[src/rtl/reg_file_dump.sv]
// Debug access engine for the integer register file: either streams every register
// out over a valid/ready port, or clears x1..x31 through the write port.
module reg_file_dump #(
  parameter int NUM_REGS = 32,
  parameter int ADDR_W   = 5,
  parameter int DATA_W   = 32
) (
  input  logic              clk,
  input  logic              rst_n,
  input  logic              start,
  input  logic              clear_mode,
  input  logic              abort,
  input  logic              port_gnt,
  output logic [ADDR_W-1:0] rd_reg,
  input  logic [DATA_W-1:0] rd_data,
  output logic              wr_en,
  output logic [ADDR_W-1:0] wr_reg,
  output logic [DATA_W-1:0] wr_data,
  output logic              dout_valid,
  input  logic              dout_ready,
  output logic [DATA_W-1:0] dout_data,
  output logic [ADDR_W-1:0] dout_idx,
  output logic              busy,
  output logic              done
);

  localparam logic [ADDR_W-1:0] LAST_IDX = ADDR_W'(NUM_REGS - 1);

  typedef enum logic [1:0] {
    S_IDLE,
    S_DUMP,
    S_CLEAR,
    S_DONE
  } state_e;

  state_e            state_q, state_d;
  logic [ADDR_W-1:0] idx_q, idx_d;
  logic              issued_q, issued_d;
  logic              dout_valid_q, dout_valid_d;
  logic [DATA_W-1:0] dout_data_q, dout_data_d;
  logic [ADDR_W-1:0] dout_idx_q, dout_idx_d;
  logic              busy_q, busy_d;
  logic              done_q, done_d;

  logic active;
  logic load;
  logic hshake;

  assign active = (state_q != S_IDLE);
  // The output register refills when it is empty or its word leaves this cycle.
  assign load   = (state_q == S_DUMP) && port_gnt && !issued_q && !abort &&
                  (!dout_valid_q || dout_ready);
  assign hshake = dout_valid_q && dout_ready;

  always_comb begin
    state_d      = state_q;
    idx_d        = idx_q;
    issued_d     = issued_q;
    dout_valid_d = dout_valid_q;
    dout_data_d  = dout_data_q;
    dout_idx_d   = dout_idx_q;

    case (state_q)
      S_IDLE: begin
        if (start) begin
          issued_d = 1'b0;
          if (clear_mode) begin
            state_d = S_CLEAR;
            idx_d   = ADDR_W'(1);
          end else begin
            state_d = S_DUMP;
            idx_d   = '0;
          end
        end
      end
      S_DUMP: begin
        if (load) begin
          dout_data_d  = rd_data;
          dout_idx_d   = idx_q;
          dout_valid_d = 1'b1;
          if (idx_q == LAST_IDX) begin
            issued_d = 1'b1;
          end else begin
            idx_d = idx_q + ADDR_W'(1);
          end
        end else if (hshake) begin
          dout_valid_d = 1'b0;
        end
        if (hshake && (dout_idx_q == LAST_IDX)) begin
          state_d = S_DONE;
        end
      end
      S_CLEAR: begin
        if (port_gnt) begin
          if (idx_q == LAST_IDX) begin
            state_d = S_DONE;
          end else begin
            idx_d = idx_q + ADDR_W'(1);
          end
        end
      end
      S_DONE: begin
        state_d = S_IDLE;
      end
      default: begin
        state_d = S_IDLE;
      end
    endcase

    if (abort && active) begin
      state_d      = S_IDLE;
      dout_valid_d = 1'b0;
    end
  end

  assign busy_d = (state_d != S_IDLE);
  assign done_d = (state_d == S_DONE);

  always_ff @(posedge clk or negedge rst_n) begin
    if (!rst_n) begin
      state_q      <= S_IDLE;
      idx_q        <= '0;
      issued_q     <= 1'b0;
      dout_valid_q <= 1'b0;
      dout_data_q  <= '0;
      dout_idx_q   <= '0;
      busy_q       <= 1'b0;
      done_q       <= 1'b0;
    end else begin
      state_q      <= state_d;
      idx_q        <= idx_d;
      issued_q     <= issued_d;
      dout_valid_q <= dout_valid_d;
      dout_data_q  <= dout_data_d;
      dout_idx_q   <= dout_idx_d;
      busy_q       <= busy_d;
      done_q       <= done_d;
    end
  end

  assign rd_reg     = idx_q;
  assign wr_reg     = idx_q;
  assign wr_data    = '0;
  assign wr_en      = (state_q == S_CLEAR) && port_gnt && !abort;
  assign dout_valid = dout_valid_q;
  assign dout_data  = dout_data_q;
  assign dout_idx   = dout_idx_q;
  assign busy       = busy_q;
  assign done       = done_q;

endmodule

[config.mk]
export PLATFORM = sky130hd
export DESIGN_NAME = reg_file_dump
export DESIGN_NICKNAME = d
export VERILOG_FILES = /design/src/rtl/reg_file_dump.sv
export SDC_FILE = /design/constraint.sdc
export NUM_CORES = 1
export LEC_CHECK = 0
export ABC_AREA = 1
export CORE_ASPECT_RATIO = 0.8
export CORE_MARGIN = 2
export CORE_UTILIZATION = 40
export DETAILED_ROUTE_END_ITERATION = 12
export PLACE_DENSITY = 0.8
export SLEW_MARGIN = 15
export SYNTH_ARGS = -nofsm -noshare
export SYNTH_HDL_FRONTEND = slang
export SYNTH_SLANG_ARGS = --single-unit
[constraint.sdc]
create_clock -name clk -period 2 [get_ports clk]
set_clock_uncertainty 0.1 [all_clocks]
set_input_delay 0.4 -clock clk [delete_from_list [all_inputs] [get_ports clk]]
set_output_delay 0.4 -clock clk [all_outputs]
set_load 0.005 [all_outputs]
# Word-level counts from Yosys, hierarchy flattened
# Cells that the tools add are included.
totals:
  register_bits: 48
  input_bits: 39
  wordCells: 64
classes:
  add_sub_neg: 1
  eq_ne: 10
  mux: 21
  reduce_logical: 24
op_table:
  columns: ["op", "n"]
  rows:
  - ["$mux W5", 4]
  - ["$pmux W5 S3", 1]
  - ["$mux W2", 6]
  - ["$eq A5 B5 Y1 const B", 2]
  - ["$logic_and A1 B1 Y1", 9]
  - ["$mux W1", 8]
  - ["$pmux W2 S4", 1]
  - ["$reduce_and A4 Y1", 2]
  - ["$reduce_bool A2 Y1", 4]
  - ["$eq A2 B2 Y1 const B", 3]
  - ["$ne A2 B2 Y1 const B", 3]
  - ["$reduce_bool A3 Y1", 2]
  - ["$add A5 B1 Y5 const B", 1]
  - ["$reduce_and A2 Y1", 2]
  - ["$logic_not A1 Y1", 3]
  - ["$eq A2 B1 Y1 const B", 1]
  - ["$logic_not A2 Y1", 1]
  - ["$ne A2 B1 Y1 const B", 1]
  - ["$pmux W1 S2", 1]
  - ["$logic_or A1 B1 Y1", 1]

# Depth between registers and ports, before layout
logic_depth:
  depth_word: 8
  depth_mapped: 10
  mapped_depth_nobuf: 10

# Least setup slack after synthesis
# OpenSTA, ideal clock, no wires.
synth_path:
  path_type: "reg-to-reg"
  start: "register idx_q[0], in the netlist rd_reg[0]"
  end: "register idx_q[2], in the netlist rd_reg[2]"
  setup_ps: 121
  arrival_time_ps: 1487
  required_time_ps: 1779
  path_slack_ps: 292
  path_stages_with_launch: 11
  path_buffers: 0
  period_less_slack_ps: 1708
  path_cell_list: "dfrtp_1 -> ha_1 -> nand2_1 -> nor2_1 -> ha_1 -> nand2_1 -> o21ai_0 -> nor2_1 -> nand2_2 -> nand2_1 -> o21ai_1"
synth_between:
  elab_chain_cells: 4
  word_cells_on_any_way: 6
synth_rtl:
  columns: ["element", "line", "source"]
  rows:
  - ["start, declared", "37", "logic [ADDR_W-1:0] idx_q, idx_d;"]
  - ["start signal, assigned", "131", "idx_q <= idx_d;"]
  - ["$add A5 B1 Y5 or $eq A5 B5 Y1 (tied branches)", null, null]
  - ["$mux W5 *", "81, 95", null]
  - ["$mux W5 (on tied branches)", "94, 77", null]
  - ["$pmux W5 S3 *", "63", "case (state_q)"]
# Mark *: on every way between the ends. The rest lies on a longest branch, timed or not. The select of a mux whose other input is x is not followed.
# A chain may end at the register's enable or synchronous reset.

# Worst setup path after layout
layout_path:
  start: "register state_q[1]"
  end: "register idx_q[2], in the netlist rd_reg[2]"
layout_between:
  elab_chain_cells: 7
  word_cells_on_any_way: 13
layout_rtl:
  columns: ["element", "line", "source"]
  rows:
  - ["start, declared", "36", "state_e state_q, state_d;"]
  - ["start signal, assigned", "130", "state_q <= state_d;"]
  - ["$eq A2 B1 Y1", "51, 63", null]
  - ["$logic_and A1 B1 Y1 (4 in a row)", "51", "assign load = (state_q == S_DUMP) && port_gnt && !issued_q && !abort &&"]
  - ["$ne A2 B2 Y1 (no line)", null, null]
  - ["$reduce_and A4 Y1 (no line)", null, null]
# Parallel ways exist; a longest one is shown, timed or not.

==> results.sh <==
export IMPL_outcome="completed"
export IMPL_yosysTopAreaCellShare_pct=49.5
export IMPL_fin_setup_tns_ns=0
export IMPL_core_area_um2=5880
export IMPL_arrival_ns=1.90
export IMPL_placedCellCount=463
export IMPL_vias=2027
export IMPL_cp_start_kind="register"
export IMPL_drive_gt1_share_pct=6.39
export IMPL_fin_cells=472
export IMPL_critPathBufInv=1
export IMPL_met3_usage_pct=4.92
export IMPL_final_hold_violation_count=0
export IMPL_wl_per_cell_um=11.2
export IMPL_drc_errors=0
export IMPL_fin_util_pct=57.4
export IMPL_final_area_um2=3380
export IMPL_leakagePower_nw=1.71
export IMPL_ys_seq_area_share_pct=49.5
export IMPL_synthToLayoutAreaGrowth_pct=39.3
export IMPL_synth_top_cell_by_area="dfrtp_1"
export IMPL_drt_iter0_drc=103
export IMPL_root_buffer="clkbuf_8"
export IMPL_grt_overflow_total=0
export IMPL_grtUsageMet2_pct=27.5
export IMPL_crit_top_cell="nand2_1"
export IMPL_dieArea_um2=6700
export IMPL_clk_pin_slew_ns=0.08
export IMPL_start_util_pct=41.2
export IMPL_yosysWarningCount=0
export IMPL_finalCriticalPeriod_ns=1.82
export IMPL_power_density_nw_per_um2=1250
export IMPL_endpoint_kind="register"
export IMPL_setup_violations=0
export IMPL_worst_pin_slew_ns=0.540
export IMPL_period_share_pct=91.1
export IMPL_cts_tree="yes"
export IMPL_rsz0062_at_grt="no"
export IMPL_met1_usage_pct=20.0
export IMPL_drv_slew=0
export IMPL_grt_pass1_wl_mm=8.56
export IMPL_dr_pass1_iters=4
export IMPL_path_cells="inv_1 > ha_1 > nand2_1 > o21ai_0 > nor2_1 > nand2_2 > nand2_1 > o21ai_1"
export IMPL_fmax_mhz=549
export IMPL_place_gp_congestion=0.837
export IMPL_die_y_um=73.6
export IMPL_htreeDepth=2
export IMPL_netlist_area_um2=2420
export IMPL_required_ns=2.08
export IMPL_peakVddDrop_mv=0.731
export IMPL_largest_reg_flops=32
export IMPL_final_cell_mix="nand2_1, clkdlybuf4s50_1, dfrtp_1, conb_1, inv_1"
export IMPL_post_drt_via_cell_ratio=4.29
export IMPL_ant_nets=0
export IMPL_hold_slack_ns=0.382
export IMPL_grtUsageTotal_pct=15.9
export IMPL_num_io_pins=122
export IMPL_min_path_type="reg2reg"
export IMPL_clock_sinks=48
export IMPL_cts_buffer_depth=2
export IMPL_crit_fanout=8
export IMPL_num_rows=25
export IMPL_post_dp_hpwl_mm=4.12
export IMPL_syn_avg_cell_area_um2=8.16
export IMPL_cpPeakStageDelay_ns=0.40
export IMPL_synth_seq_cells=48
export IMPL_yosys_top_cells_area="dfrtp_1, nand2_1, buf_4, buf_6, inv_1"
export IMPL_n_antenna_cell=0
export IMPL_antenna_found_initial=0
export IMPL_dpl_cell_area_um2=3280
export IMPL_drv_cap=0
export IMPL_wl_mm=5.27
export IMPL_worstSetupPathType="reg2reg"
export IMPL_ys_types=22
export IMPL_top_usage_layer="met2"
export IMPL_critPathSlowestCell="dfrtp_1"
export IMPL_dieWidth_um=91.1
export IMPL_final_common_cell="nand2_1"
export IMPL_syn_inst=297
export IMPL_grt_pass1_vias=1906
export IMPL_grt_max_degree=27
export IMPL_numCtsBuffers=5
export IMPL_worst_path_dominant_cell_family="simple AND/OR/NAND/NOR gates"
export IMPL_clk_latency_ns=0.29
export IMPL_numPortBuffers=89
export IMPL_slew_headroom_pct=64.0
export IMPL_design_final_nets=435
## Yosys cell counts
| cell type | n |
|---|---|
| nand2_1 | 141 |
| dfrtp_1 | 48 |
| buf_4 | 38 |
| inv_1 | 17 |
| nor2_1 | 11 |
| o21ai_0 | 8 |
| buf_6 | 6 |
| ha_1 | 5 |
| nand3_1 | 5 |
| a21oi_1 | 3 |
| o21ai_1 | 3 |
| xor2_1 | 2 |
| a211oi_1 | 1 |
| buf_2 | 1 |
| conb_1 | 1 |
| inv_2 | 1 |
| nand2_2 | 1 |
| nand3_2 | 1 |
| nand3b_1 | 1 |
| nand4_1 | 1 |
| nor2_2 | 1 |
| nor3_1 | 1 |
## final timing paths
check / startpoint / to / slack, ns / depth (start not counted)
max: state_q[1] / rd_reg[2] / 0.18 / 8
max reg2reg: state_q[1] / rd_reg[2] / 0.18 / 8
min: dout_data[1] / dout_data[1] / 0.38 / 2
min reg2reg: dout_data[1] / dout_data[1] / 0.38 / 2
max in group asynchronous: rst_n / dout_data[18] / 0.74 / 3
min in group asynchronous: rst_n / dout_data[30] / 0.53 / 2
## layer usage
layer  routed length, um  part of all wire, %
met4                   0                    0
met2                2500                   47
met1                2290                   43
met5                   0                    0
met3                 478                  9.1
## power breakdown
| part | internal [mW] | total [mW] | switching (mW) |
|---|---|---|---|
| clock | 0.238 | 0.527 | 0.289 |
| sequential | 1.40 | 1.65 | 0.251 |
| combinational | 1.17 | 2.05 | 0.887 |
| total | 2.80 | 4.23 | 1.43 |
## repair_timing
action / 4_1_cts / 5_1_grt
setup buffers: 0 / 1
hold buffers: 1 / 0
endpoints found under the setup margin: 1 / 2
hold endpoints to repair: 22 / 0
resized for setup: 2 / 4
## cells by family (layout without fill, tap and decap cells)
family,Yosys count,after routing,share of synthesized area (%)
AO/OA/AOI/OAI,15,15,3.20
XOR/XNOR,2,2,0.723
adder cells (fa/ha/maj),5,5,2.58
buffers and inverters,63,126,17.5
flip-flops,48,48,49.5
other,1,32,0.155
AND/OR/NAND/NOR,163,163,26.3
## area by class of cell
| cell class | instances | area [um2] |
|---|---|---|
| clock inverter | 1 | 5.00 |
| inverter | 18 | 67.6 |
| tap | 81 | 101 |
| sequential | 48 | 1200 |
| multi-input combinational | 217 | 920 |
| fill | 537 | 2500 |
| clock buffer | 6 | 72.6 |
| timing repair buffer | 101 | 1010 |
## worst min-delay path, cell delays in order (launching register included)
cell     delay [ns]
dfrtp_1        0.35
nand2_1        0.05
nand2_1        0.05
## stage by stage
step / total power [mW] / setup slack [ns]
floorplan: 2.56 / 0.292
global placement: 3.63 / -0.110
detailed placement: 3.72 / -0.159
CTS: 4.27 / 0.0262
global route: 4.58 / 0.0500
finish: 4.23 / 0.178
Note: power is estimated with default switching activity, not from simulation.
